## src/rtl/ctrl_pkg.sv

```systemverilog
// Shared types and encodings for the multi-cycle control unit.
package ctrl_pkg;

  // Controller sequence states.
  typedef enum logic [2:0] {
    StIdle,
    StFetch,
    StDecode,
    StExec,
    StMem,
    StWb,
    StTrap
  } state_t;

  // Instruction class derived from the opcode field alone.
  typedef enum logic [2:0] {
    OpcR,
    OpcI,
    OpcLw,
    OpcSw,
    OpcBr,
    OpcBad
  } op_class_t;

  // Supported opcodes.
  localparam logic [6:0] OP_R  = 7'b0110011;
  localparam logic [6:0] OP_I  = 7'b0010011;
  localparam logic [6:0] OP_LW = 7'b0000011;
  localparam logic [6:0] OP_SW = 7'b0100011;
  localparam logic [6:0] OP_BR = 7'b1100011;

  // ALU operation select encodings.
  localparam logic [2:0] ALU_ADD = 3'b000;
  localparam logic [2:0] ALU_SUB = 3'b001;
  localparam logic [2:0] ALU_AND = 3'b010;
  localparam logic [2:0] ALU_OR  = 3'b011;
  localparam logic [2:0] ALU_SLT = 3'b101;

  // Immediate format select encodings.
  localparam logic [1:0] IMM_I = 2'b00;
  localparam logic [1:0] IMM_S = 2'b01;
  localparam logic [1:0] IMM_B = 2'b10;

  // funct3 values the decoder recognises.
  localparam logic [2:0] F3_ADD  = 3'b000;
  localparam logic [2:0] F3_SLT  = 3'b010;
  localparam logic [2:0] F3_OR   = 3'b110;
  localparam logic [2:0] F3_AND  = 3'b111;
  localparam logic [2:0] F3_WORD = 3'b010;
  localparam logic [2:0] F3_BEQ  = 3'b000;
  localparam logic [2:0] F3_BNE  = 3'b001;

  // Map an opcode onto its instruction class; unknown opcodes become OpcBad.
  function automatic op_class_t classify(input logic [6:0] opcode);
    op_class_t cls;
    case (opcode)
      OP_R:    cls = OpcR;
      OP_I:    cls = OpcI;
      OP_LW:   cls = OpcLw;
      OP_SW:   cls = OpcSw;
      OP_BR:   cls = OpcBr;
      default: cls = OpcBad;
    endcase
    return cls;
  endfunction

endpackage

```

## src/rtl/alu_decoder.sv

```systemverilog
// ALU operation decoder: picks the ALU select for an instruction class and
// flags funct3/funct7[5] combinations the core does not implement.
module alu_decoder
  import ctrl_pkg::*;
(
  input  op_class_t   op_class_i,
  input  logic [2:0]  funct3_i,
  input  logic        funct7_5_i,
  output logic [2:0]  alu_ctrl_o,
  output logic        legal_o
);

  // Per-class ALU select and funct legality.
  always_comb begin
    alu_ctrl_o = ALU_ADD;
    legal_o    = 1'b0;
    case (op_class_i)
      OpcR: begin
        case (funct3_i)
          F3_ADD: begin
            alu_ctrl_o = funct7_5_i ? ALU_SUB : ALU_ADD;
            legal_o    = 1'b1;
          end
          F3_AND: begin
            alu_ctrl_o = ALU_AND;
            legal_o    = !funct7_5_i;
          end
          F3_OR: begin
            alu_ctrl_o = ALU_OR;
            legal_o    = !funct7_5_i;
          end
          F3_SLT: begin
            alu_ctrl_o = ALU_SLT;
            legal_o    = !funct7_5_i;
          end
          default: legal_o = 1'b0;
        endcase
      end
      OpcI: begin
        // Only addi; funct7_5 is an immediate bit here and is ignored.
        alu_ctrl_o = ALU_ADD;
        legal_o    = (funct3_i == F3_ADD);
      end
      OpcLw, OpcSw: begin
        // Address generation is always base + offset.
        alu_ctrl_o = ALU_ADD;
        legal_o    = (funct3_i == F3_WORD);
      end
      OpcBr: begin
        // Compare by subtraction; the ALU reports EQ.
        alu_ctrl_o = ALU_SUB;
        legal_o    = (funct3_i == F3_BEQ) || (funct3_i == F3_BNE);
      end
      default: begin
        alu_ctrl_o = ALU_ADD;
        legal_o    = 1'b0;
      end
    endcase
  end

endmodule

```

## src/rtl/multicycle_ctrl.sv

```systemverilog
// Multi-cycle control unit for the reduced RISC-V core. Fetches through the
// imem handshake, holds its own IR, and sequences EXEC/MEM/WB per instruction.
module multicycle_ctrl
  import ctrl_pkg::*;
#(
  // Instruction width; the field slicing below assumes 32.
  parameter int unsigned DATAWIDTH = 32
) (
  input  logic                 clk,
  input  logic                 rst_n,
  input  logic [DATAWIDTH-1:0] instr,
  input  logic                 imem_rdy,
  input  logic                 dmem_rdy,
  input  logic                 EQ,
  output logic                 imem_req,
  output logic                 dmem_req,
  output logic                 dmem_we,
  output logic                 IRwrite,
  output logic                 PCwrite,
  output logic                 PCsrc,
  output logic [2:0]           ALUctrl,
  output logic                 ALUsrc,
  output logic [1:0]           ImmSrc,
  output logic                 RegWrite,
  output logic                 ResultSrc,
  output logic                 illegal
);

  state_t                 state_q, state_d;
  logic [DATAWIDTH-1:0]   ir_q, ir_d;

  op_class_t  op_class;
  logic [2:0] funct3;
  logic [6:0] funct7;
  logic [2:0] dec_alu_ctrl;
  logic       dec_legal;
  logic       instr_legal;
  logic       br_taken;
  logic       exec_alu_src;
  logic [1:0] exec_imm_src;

  assign op_class = classify(ir_q[6:0]);
  assign funct3   = ir_q[14:12];
  assign funct7   = ir_q[31:25];

  // Register and rd fields belong to the datapath; the controller ignores them.
  logic unused_ir_fields;
  assign unused_ir_fields = ^{ir_q[24:15], ir_q[11:7]};

  alu_decoder u_alu_decoder (
    .op_class_i (op_class),
    .funct3_i   (funct3),
    .funct7_5_i (funct7[5]),
    .alu_ctrl_o (dec_alu_ctrl),
    .legal_o    (dec_legal)
  );

  // R-type also needs every funct7 bit other than bit 5 to be zero.
  assign instr_legal = dec_legal &&
                       !((op_class == OpcR) && ({funct7[6], funct7[4:0]} != 6'd0));

  // beq takes on EQ, bne on !EQ; only meaningful during EXEC of a branch.
  assign br_taken = (funct3 == F3_BNE) ? !EQ : EQ;

  // Operand source and immediate format for the EXEC/MEM address phase.
  always_comb begin
    exec_alu_src = 1'b0;
    exec_imm_src = IMM_I;
    case (op_class)
      OpcR: begin
        exec_alu_src = 1'b0;
        exec_imm_src = IMM_I;
      end
      OpcI, OpcLw: begin
        exec_alu_src = 1'b1;
        exec_imm_src = IMM_I;
      end
      OpcSw: begin
        exec_alu_src = 1'b1;
        exec_imm_src = IMM_S;
      end
      OpcBr: begin
        exec_alu_src = 1'b0;
        exec_imm_src = IMM_B;
      end
      default: begin
        exec_alu_src = 1'b0;
        exec_imm_src = IMM_I;
      end
    endcase
  end

  // State and IR registers; reset forces IDLE and a zero IR immediately.
  always_ff @(posedge clk or negedge rst_n) begin
    if (!rst_n) begin
      state_q <= StIdle;
      ir_q    <= '0;
    end else begin
      state_q <= state_d;
      ir_q    <= ir_d;
    end
  end

  // Next-state and output decode; everything defaults low.
  always_comb begin
    state_d   = state_q;
    ir_d      = ir_q;
    imem_req  = 1'b0;
    dmem_req  = 1'b0;
    dmem_we   = 1'b0;
    IRwrite   = 1'b0;
    PCwrite   = 1'b0;
    PCsrc     = 1'b0;
    ALUctrl   = ALU_ADD;
    ALUsrc    = 1'b0;
    ImmSrc    = IMM_I;
    RegWrite  = 1'b0;
    ResultSrc = 1'b0;
    illegal   = 1'b0;

    case (state_q)
      StIdle: begin
        state_d = StFetch;
      end

      StFetch: begin
        imem_req = 1'b1;
        if (imem_rdy) begin
          // Capture the word and advance PC to PC+4 in the same cycle.
          ir_d    = instr;
          IRwrite = 1'b1;
          PCwrite = 1'b1;
          PCsrc   = 1'b0;
          state_d = StDecode;
        end
      end

      StDecode: begin
        state_d = instr_legal ? StExec : StTrap;
      end

      StExec: begin
        ALUctrl = dec_alu_ctrl;
        ALUsrc  = exec_alu_src;
        ImmSrc  = exec_imm_src;
        case (op_class)
          OpcR, OpcI:   state_d = StWb;
          OpcLw, OpcSw: state_d = StMem;
          OpcBr: begin
            // Second PC write of the instruction, only when taken.
            PCwrite = br_taken;
            PCsrc   = br_taken;
            state_d = StFetch;
          end
          default:      state_d = StTrap;
        endcase
      end

      StMem: begin
        // Keep the address computation stable until the access completes.
        ALUctrl  = dec_alu_ctrl;
        ALUsrc   = exec_alu_src;
        ImmSrc   = exec_imm_src;
        dmem_req = 1'b1;
        dmem_we  = (op_class == OpcSw);
        if (dmem_rdy) begin
          state_d = (op_class == OpcLw) ? StWb : StFetch;
        end
      end

      StWb: begin
        RegWrite  = 1'b1;
        ResultSrc = (op_class == OpcLw);
        state_d   = StFetch;
      end

      StTrap: begin
        // Sticky until reset; no further memory requests.
        illegal = 1'b1;
      end

      default: begin
        state_d = StIdle;
      end
    endcase
  end

endmodule

```

## config.mk

```make
export PLATFORM = sky130hd
export DESIGN_NAME = multicycle_ctrl
export DESIGN_NICKNAME = d
export VERILOG_FILES = /design/src/rtl/ctrl_pkg.sv /design/src/rtl/alu_decoder.sv /design/src/rtl/multicycle_ctrl.sv
export SDC_FILE = /design/constraint.sdc
export NUM_CORES = 1
export LEC_CHECK = 0
export ABC_AREA = 1
export CORE_UTILIZATION = 42
export DETAILED_ROUTE_END_ITERATION = 8
export PLACE_DENSITY = 0.8
export SYNTH_ARGS = -nofsm -noshare
export SYNTH_HDL_FRONTEND = slang
export SYNTH_SLANG_ARGS = --single-unit
export TNS_END_PERCENT = 10
```

## constraint.sdc

```tcl
create_clock -name clk -period 1.71 [get_ports clk]
set_input_delay 0.342 -clock clk [delete_from_list [all_inputs] [get_ports clk]]
set_output_delay 0.342 -clock clk [all_outputs]
set_load 0.02 [all_outputs]
```

---- Word level (Yosys, flattened, before mapping) ----
Cells that the tools add are included.
storage, ports and cells
  register bits ........................... 35
  latch bits .............................. 0
  RAM bits ................................ 0
  memory bits (read-only) ................. 0
  input port bits ......................... 37
  output and inout port bits .............. 15
  memories kept ........................... 0
cells by class
  add/subtract/negate cells ............... 0
  multiply operators ...................... 0
  div/mod/pow operators ................... 0
  $lt $le $gt $ge ......................... 0
  equality and inequality tests ........... 21
  shift operators ......................... 0
  multiplexer cells ....................... 29
  bitwise logic cells ..................... 1
  reduce and logical (&&, ||, !) cells .... 18
operators with widths
  operator                                                               count
  3-bit equality test, second input constant                             6
  3-bit case mux with 6 select lines                                     1
  3-bit by 2-bit equality test with 1-bit output, second input constant  5
  3-bit 2-to-1 mux                                                       5
  3-bit case mux with 5 select lines                                     1
  7-bit by 6-bit equality test with 1-bit output, second input constant  2
  1-bit 2-to-1 mux                                                       14
  3-bit case mux with 4 select lines                                     1
  3-bit by 1-bit equality test with 1-bit output, second input constant  3
  3-bit zero test                                                        3
  3-bit case mux with 3 select lines                                     1
  2-bit OR reduction                                                     4
  7-bit by 2-bit equality test with 1-bit output, second input constant  1
  7-bit by 5-bit equality test with 1-bit output, second input constant  1
  7-bit equality test, second input constant                             1
  3-bit case mux with 2 select lines                                     1
  6-bit nonzero test                                                     1
  3-bit OR reduction                                                     2
  2-bit != test, second input constant                                   2
  1-bit case mux with 2 select lines                                     2
  1-bit case mux with 4 select lines                                     1
  2-bit case mux with 2 select lines                                     1
  1-bit zero test                                                        3
  3-bit AND reduction                                                    1
  5 further kinds                                                        6

---- Depth between registers and ports, before layout ----
Gate-level depths: netlist of the first run.
  depth after elaboration ................. 8
  mapped depth ............................ 13
  mapped depth without buffers ............ 13

---- By module ----
A second synthesis of the first run with hierarchy kept.
second synthesis, totals
  cell total of the unflattened synthesis .. 192
  area, all modules ....................... 1318.8 um2
by module, submodules not included
  module           instances  cells an instance  area an instance (um2)  sequential area each (um2)
  multicycle_ctrl  1          166                1179.9                  500.5
  alu_decoder      1          26                 138.9                   0.0

---- Worst setup path after synthesis of the first run ----
No wires, ideal clock.
  path kind ............................... reg2out
  start point ............................. register state_q[0]
  end point ............................... output port ALUctrl[1]
  data arrival time ....................... 1.505 ns
  setup slack ............................. -0.137 ns
  stages on the path, launching flop included .. 8
  path through ............................ dfrtp_1 nor2_1 inv_1 nor2_2 inv_1 nand2_1 nand2_1 nor3_1
on the way
  cells in the longest elaborated chain, start to end .. 3
  elaborated cells between the ends (all ways) .. 4
  those cells by class .................... 2 x eq/ne; 1 x mux; 1 x reduce/logical
RTL lines
  item                                                                                   line                    RTL
  start, declared                                                                        multicycle_ctrl.sv:29   state_t state_q, state_d;
  start signal, assigned                                                                 multicycle_ctrl.sv:96   state_q <= StIdle;
  start signal, assigned                                                                 multicycle_ctrl.sv:99   state_q <= state_d;
  3-bit equality test or 3-bit by 2-bit equality test with 1-bit output (tied branches)  multicycle_ctrl.sv:121  case (state_q)
  2-bit OR reduction (no source line) (*)                                                n/a
  3-bit 2-to-1 mux (*)                                                                   multicycle_ctrl.sv:121
  end, declared                                                                          multicycle_ctrl.sv:21   output logic [2:0] ALUctrl,
Mark *: on every way between the ends. The rest lies on a longest branch, timed or not.

---- Worst setup path in the final report of the first run ----
  start point ............................. register ir_q[3]
  end point ............................... output port ALUctrl[0]
on the way
  cells in the longest elaborated chain, start to end .. 5
  elaborated cells between the ends (all ways) .. 10
  those cells by class .................... 6 x eq/ne; 3 x mux; 1 x reduce/logical
RTL lines
  item                                                    line                    RTL
  start, declared                                         multicycle_ctrl.sv:30   logic [DATAWIDTH-1:0] ir_q, ir_d;
  start signal, assigned                                  multicycle_ctrl.sv:100  ir_q <= ir_d;
  7-bit equality test (tied with other cells)             ctrl_pkg.sv:56          case (opcode)
  3-bit case mux with 5 select lines (*)                  ctrl_pkg.sv:56
  3-bit equality test or 3-bit zero test (tied branches)  alu_decoder.sv:17       case (op_class_i)
  3-bit case mux with 2 select lines (*)                  alu_decoder.sv:17
  3-bit 2-to-1 mux (*)                                    multicycle_ctrl.sv:121
Marked as above.

==> summary.txt, run 1 <==
Power and ir drop
  – Reg power frac: roughly 31%
  – Switching Share: 41.31%
  – NetSw: roughly 1.2 mW
  – Comb power frac: a little under three fifths
  – Clk pwr share: around an eighth
  – Peak supply drop: 0.001400 V
  – Leak Pwr: around 1 nW
  – Internal: ~1.7 mW
  – Pwr Density: roughly 1500 mW/mm^2

Routing
  – # DRC: 0
  – Wire per inst: 11.04 um
  – DRT antenna net count: 0
  – Pre-Repair DR Iteration Count: 6
  – Routed WL: 3.136 mm
  – DRT iter0 DRCs: 49
  – Vias: 1,374
  – Drt via density: 4.838

Outcome
  – Failing checks: setup timing
  – Status: complete, but fails checks

Yosys
  – EDFF count, synth: 0
  – Synth cell count leaders: 68 x nand2_1, 23 x inv_1, 22 x nor2_1, 20 x dfrtp_1, 13 x o21ai_0
  – Count leader, synth: nand2_1
  – Syn. warnings: 0
  – Synthesized instance count: 178
  – Simple-gate share of the synthesized area: 40.27%
  – Ys flop type: dfrtp_1
  – Xor/xnor share of the synthesized area: 0.7284%
  – Synth unique cells: 21
  – Sequential area share after synthesis: 41.62%
  – Asr flop ratio synth: between 90% and 100%
  – Largest family of logic cells by synthesized area: simple AND/OR/NAND/NOR gates
  – Leading area contributor after synthesis: dfrtp_1
  – Top area cells in the synthesized netlist: dfrtp_1 42%, nand2_1 21%, inv_1 7.2%, nor2_1 6.9%, o21ai_0 5.4%
  – Post-synthesis net count: approximately 220
  – Adder-Cell Fraction of Synth Area: 0%
  – Post-synthesis mux area share: 0%
  – Mapped Avg Cell Area: around 6.8 um^2
  – Synth Area in Compound Gates: between 7 and 8%
  – Synth top area share: between 40% and 50%
  – Post-synthesis instance area: 0.001202 mm^2
  – Synth Register Bits: 20

Timing
  – Final Skew: slightly below 7 ps
  – Fin worst setup slack: -219.9 ps
  – Final setup violation count: 12
  – Final period utilization: 112.9%
  – RSZ-0062 raised after global routing: true
  – Min Tclk post-route: just under 2000 ps
  – Max Clock Freq: 0.5182 GHz
  – Worst-margin pin slew: around 260 ps
  – TNS Setup: -1853 ps
  – Hold Fails Final Rpt: 0
  – Hold Slack: between 300 and 400 ps
  – Final Max Tran Viols: 0
  – Slew headroom: 82.32%

Layout
  – Ant diodes: 0
  – Nets: around 290
  – Post-route insts no fill: 284
  – Layout area overhead: 61.91%
  – Share of cells above drive strength 1: 32.81%

Die
  – Chip height: about 56 um
  – # rows: 19
  – Core area: approximately 0.0027 mm^2
  – Starting Density: a little over two fifths
  – Top Ports: 52
  – Chip width: around 56 um
  – DIE AREA: roughly 0.003 mm^2

Critical path
  – CP max-delay cell: dfrtp_1
  – CP required: around 1400 ps
  – Critical path class: register to output pin
  – Critical path's top delay family: simple AND/OR/NAND/NOR gates
  – Worst path max stage delay: roughly 400 ps
  – Buf+Inv Stages, Crit Path: 2
  – Crit. End Element: output pin
  – Startpoint Class: register
  – Crit path max fanout: 3
  – Worst path arrival time: approximately 1600 ps
  – Critical-path cell list: nor2_2 > nand2_2 > buf_6 > nor2_4 > nand2_2 > a21oi_2 > buf_6

Clock tree
  – Number of buffers created by CTS: 3
  – Clk_lat worst skew: approximately 310 ps
  – CTS Root Buffer Type: clkbuf_4
  – CTS H-tree lvls: 1
  – Max clock buf depth: 2
  – Clock transition at path regs: approximately 120 ps
  – CTS tree: built
  – # clock sinks: 20

Place
  – Input/output buffers: 36
  – Final HPWL DP: 2.242 mm
  – Inst Count DP: 276
  – Routability cong.: around 0.86

Job
  – Max Cap Viol: 0

GRT
  – GRT Total Usage: between 20% and 30%
  – First-pass GRT wire length: 5.237 mm
  – Initial antenna violation count: 0
  – Largest net degree at the start of global routing: 21
  – GRT overflow: 0
  – Vias in the first global route: about 1,300

Worst hold path
  – Min-delay worst type: input pin to asynchronous set/reset pin
## worst reg2reg max path, stage by stage, from the launching register on
cell,delay [ps]
dfrtp_1,400
nor2_2,150
nand2_2,120
buf_6,140
nor2_4,130
buf_4,130
buf_4,90
nand2_1,40
nand2_1,50
inv_1,40
nand2_1,70
nand2_1,50
nand2_1,50
nand2_1,50
nand2_1,50
nand2_1,40
## repair_timing
action                     4_1_cts  5_1_grt
hold endpoints to repair         0        0
setup endpoints to repair       15       14
hold buffers                     0        0
pin swaps                        5       10
gates resized for setup         80       19
setup buffers                    1        3
## layer usage
layer	part of all wire, %	wire length (um)	track usage (%)
met1	45	1403	27.36
met2	50	1575	36.66
met3	3.5	110	2.342
met4	1.5	47	8.214
met5	0	0	0
## flip-flops by register name (all words and copies together), names as in the netlist
signal	count
state_q	3
ir_q	17
## path summary, 6_finish.rpt
kind                          from    endpoint  slack [ps]  depth (start not counted)
max reg2reg                ir_q[3]  state_q[2]          20                         15
min in group clk           ir_q[1]     ir_q[1]         480                          2
max in group asynchronous    rst_n     ir_q[5]        1140                          2
min reg2reg                ir_q[1]     ir_q[1]         480                          2
min                          rst_n     ir_q[5]         350                          2
max                        ir_q[3]  ALUctrl[0]        -220                          7
## area by class of cell
cell class,count,area (um^2)
Inverter,26,97.59
Sequential cell,20,501.7
Multi-Input combinational cell,130,645.6
Clock buffer,3,22.52
Clock inverter,1,30.03
Tap cell,31,38.79
Timing Repair Buffer,73,610.6
Fill cell,210,787.0
## stage by stage
stage / instance area (um^2) / setup slack, ps / utilization [%] / total power, mW
after floorplan: 1207 / -28.26 / - / 1.633
after global placement: 1832 / -409.7 / 67.00 / 2.352
after detailed placement: 1832 / -439.1 / 67.00 / 2.387
after CTS: 1876 / -247.6 / 68.60 / 2.806
after global routing: 1947 / -310.0 / 71.21 / 3.158
final: 1947 / -219.9 / 71.21 / 2.907
## kinds of logic after synthesis
| logic type | after synthesis |
|---|---|
| xor+xnor | 1 |
| buf+inv | 28 |
| simple gates | 112 |
| compound gates | 17 |
| flops | 20 |
## power groups by stage
stage               sequential (mW)  clock (mW)  combinational [mW]
floorplan                     0.853           0               0.780
global placement              0.850           0                1.50
detailed placement            0.859           0                1.53
CTS                           0.855       0.389                1.56
global route                  0.914       0.414                1.83
finish                        0.890       0.388                1.63
## layout by cell type, fill, tap and decap left out
| cell type | n |
|---|---|
| nor4_1 | 1 |
| a21oi_2 | 1 |
| bufinv_16 | 1 |
| nor2_8 | 1 |
| clkdlybuf4s50_1 | 21 |
| buf_2 | 2 |
| o21ai_0 | 11 |
| nand2_1 | 66 |
| inv_1 | 22 |
| nand3_1 | 4 |
| o21ai_1 | 4 |
| dfrtp_1 | 19 |
| nor3_2 | 3 |
| nand4_1 | 1 |
| inv_2 | 4 |
| nor2_4 | 2 |
| xor2_1 | 1 |
| nand3_2 | 2 |
| dfrtp_2 | 1 |
| nor3_1 | 3 |
| clkbuf_4 | 3 |
| nor4_4 | 1 |
| buf_4 | 46 |
| and2_4 | 1 |
| o21ai_2 | 1 |
| buf_6 | 4 |
| nor2_1 | 17 |
| nand2_2 | 4 |
| nor2_2 | 6 |
Note: power is estimated with default switching activity, not from simulation.
==> inputs of run 2 (changes only) <==
--- a/config.mk
+++ b/config.mk
@@ -6,9 +6,11 @@
 export NUM_CORES = 1
 export LEC_CHECK = 0
 export ABC_AREA = 1
+export CORE_MARGIN = 4
 export CORE_UTILIZATION = 42
 export DETAILED_ROUTE_END_ITERATION = 8
 export PLACE_DENSITY = 0.8
+export REMOVE_ABC_BUFFERS = 1
 export SYNTH_ARGS = -nofsm -noshare
 export SYNTH_HDL_FRONTEND = slang
 export SYNTH_SLANG_ARGS = --single-unit
==> summary.txt, run 2 (synthesis results as in run 1) <==
Place
  – Routability cong.: 0.9535 (was 0.8606)
  – DP Area: 0.001864 mm^2 (was 0.001832 mm^2)
  – Input/output buffers: 36 (unchanged)
  – Final HPWL DP: 2.290 mm (was 2.242 mm)

Layout
  – Commonest non-fill, non-tap cell in the layout: nand2_1 (unchanged)
  – Share of cells above drive strength 1: 32.16% (was 32.81%)
  – Final core utilization: 70.01% (was 71.21%)
  – Most frequent cells in the layout: 67 x nand2_1, 48 x buf_4, 22 x inv_1, 21 x clkdlybuf4s50_1, 20 x dfrtp_1 (was 66 x nand2_1, 46 x buf_4, 22 x inv_1, 21 x clkdlybuf4s50_1, 19 x dfrtp_1)
  – Register area: 500.5 um^2 (was 501.7 um^2)
  – Multi-input combinational cell area: 631.9 um^2 (was 645.6 um^2)
  – Ant diodes: 0 (unchanged)
  – Nets: 294 (was 291)
  – Biggest regs: ir_q x17, state_q x3 (unchanged)
  – Largest register by flop count: ir_q (unchanged)
  – Layout area overhead: 60.56% (was 61.91%)
  – Filler instances: 239 (was 210)
  – Largest register FFs: 17 (unchanged)
  – Final Cell Area: 0.001931 mm^2 (was 0.001947 mm^2)

Die
  – # rows: 19 (unchanged)
  – DIE AREA: 0.003783 mm^2 (was 0.003081 mm^2)
  – Chip height: 61.51 um (was 55.51 um)
  – Chip width: 61.51 um (was 55.51 um)
  – Starting Density: 43.60% (was 43.98%)
  – Core area: 0.002758 mm^2 (was 0.002734 mm^2)
  – Top Ports: 52 (unchanged)

Clock tree
  – CTS tree: built (unchanged)
  – Clock transition at path regs: 100 ps (was 120 ps)
  – Clk_lat worst skew: 290 ps (was 310 ps)
  – Max clock buf depth: 2 (unchanged)
  – Cts hold-fix bufs: 0 (unchanged)
  – CTS H-tree lvls: 1 (unchanged)
  – Number of buffers created by CTS: 3 (unchanged)
  – CTS Root Buffer Type: clkbuf_4 (unchanged)
  – # clock sinks: 20 (unchanged)

Outcome
  – Failing checks: setup timing (unchanged)
  – Status: complete, but fails checks (unchanged)

Power and ir drop
  – Total Power: 2.765 mW (was 2.907 mW)
  – Peak supply drop: 0.001135 V (was 0.001400 V)
  – Pwr Density: 1432 mW/mm^2 (was 1493 mW/mm^2)
  – Leak Pwr: 0.9935 nW (was 0.9924 nW)

Timing
  – Slew headroom: 78.20% (was 82.32%)
  – Hold Slack: 367.1 ps (was 352.1 ps)
  – Final setup violation count: 12 (unchanged)
  – Max Clock Freq: 0.5313 GHz (was 0.5182 GHz)
  – Hold Fails Final Rpt: 0 (unchanged)
  – RSZ-0062 raised after global routing: true (unchanged)
  – Final Max Tran Viols: 0 (unchanged)
  – Worst-margin pin slew: 323.6 ps (was 262.8 ps)
  – Final period utilization: 110.1% (was 112.9%)
  – Final Skew: 3.851 ps (was 6.756 ps)
  – Fin worst setup slack: -172.3 ps (was -219.9 ps)
  – Min Tclk post-route: 1882 ps (was 1930 ps)

GRT
  – Grt met3 use: 3.354% (was 2.342%)
  – Initial antenna violation count: 0 (unchanged)
  – Vias in the first global route: 1,143 (was 1,289)
  – GRT overflow: 0 (unchanged)
  – GRT Total Usage: 16.15% (was 21.28%)
  – First-pass GRT wire length: 4.629 mm (was 5.237 mm)
  – Largest net degree at the start of global routing: 26 (was 21)
  – Met1 usage: 22.47% (was 27.36%)
  – GR peak layer: met2 (unchanged)
  – Met2 GRT Util: 26.31% (was 36.66%)

Worst hold path
  – Min-delay worst type: input pin to asynchronous set/reset pin (unchanged)

Routing
  – Pre-Repair DR Iteration Count: 4 (was 6)
  – Drt via density: 4.647 (was 4.838)
  – DRT iter0 DRCs: 48 (was 49)
  – Routed WL: 2.965 mm (was 3.136 mm)
  – # DRC: 0 (unchanged)
  – Wire per inst: 10.37 um (was 11.04 um)
  – DRT antenna net count: 0 (unchanged)
  – Vias: 1,329 (was 1,374)

Critical path
  – Crit path max fanout: 3 (unchanged)
  – Crit. End Element: output pin (unchanged)
  – FF-to-FF Start: ir_q[3] (unchanged)
  – CP required: 1370 ps (about the same)
  – Critical path class: register to output pin (unchanged)
  – Startpoint Class: register (unchanged)
  – R2R cell count: 14 (was 15)
  – Worst path arrival time: 1540 ps (was 1590 ps)
  – R2R setup slack: 170 ps (was 20 ps)
  – Reg2Reg Capture Point: state_q[2] (unchanged)

Job
  – Max Cap Viol: 0 (unchanged)
## run 2: where the power goes
part           internal [mW]  switching (mW)  leakage [nW]
logic                  0.830           0.847         0.732
clock network         0.0820           0.134        0.0138
registers              0.697           0.174         0.248
total                   1.61            1.16         0.994
## run 2: repair_timing
item | in CTS | in global routing
setup buffers | 0 | 2
pin swaps | 3 | 2
resized for setup | 81 | 15
endpoints found under the setup margin | 15 | 14
## run 2: per-layer routing
layer | part of all wire, % | routed length [um] | vias to the layer above
met5 | 0 | 0 | -
met2 | 46 | 1375 | 33
met3 | 7.2 | 214 | 2
li1 | - | - | 702
met1 | 46 | 1356 | 592
met4 | 0.64 | 19 | 0
## run 2: worst max-delay path by stage
stage                             to        from  slack [ps]
after floorplan           ALUctrl[1]  state_q[0]        -140
final                     ALUctrl[0]     ir_q[3]        -170
after global placement       PCwrite          EQ        -400
after detailed placement     PCwrite          EQ        -420
after CTS                 ALUctrl[1]     ir_q[2]        -190
after global routing       ImmSrc[0]  state_q[2]        -290
## run 2: critical path, stage by stage (launching register included)
cell and delay (ps):
dfrtp_1 400, nor2_2 140, nand2_2 90, buf_4 140
nor2_4 100, nand2_1 80, a21oi_2 160, buf_6 140
## run 2: through the flow
step	TNS (ps)	setup slack, ps	cells
floorplan	-165.5	-137.3	176
detailed placement	-3538	-423.2	281
finish	-1311	-172.3	286
global route	-2676	-290.2	286
CTS	-1246	-188.6	284
global placement	-3333	-403.4	281
## run 2: final cells by class
type / count / area share [%]
Sequential cell: 20 / 25.92
Clock buffer: 3 / 1.167
Tap cell: 31 / 2.009
Timing Repair Buffer: 76 / 32.99
Inverter: 26 / 5.185
Multi-Input combinational cell: 130 / 32.73
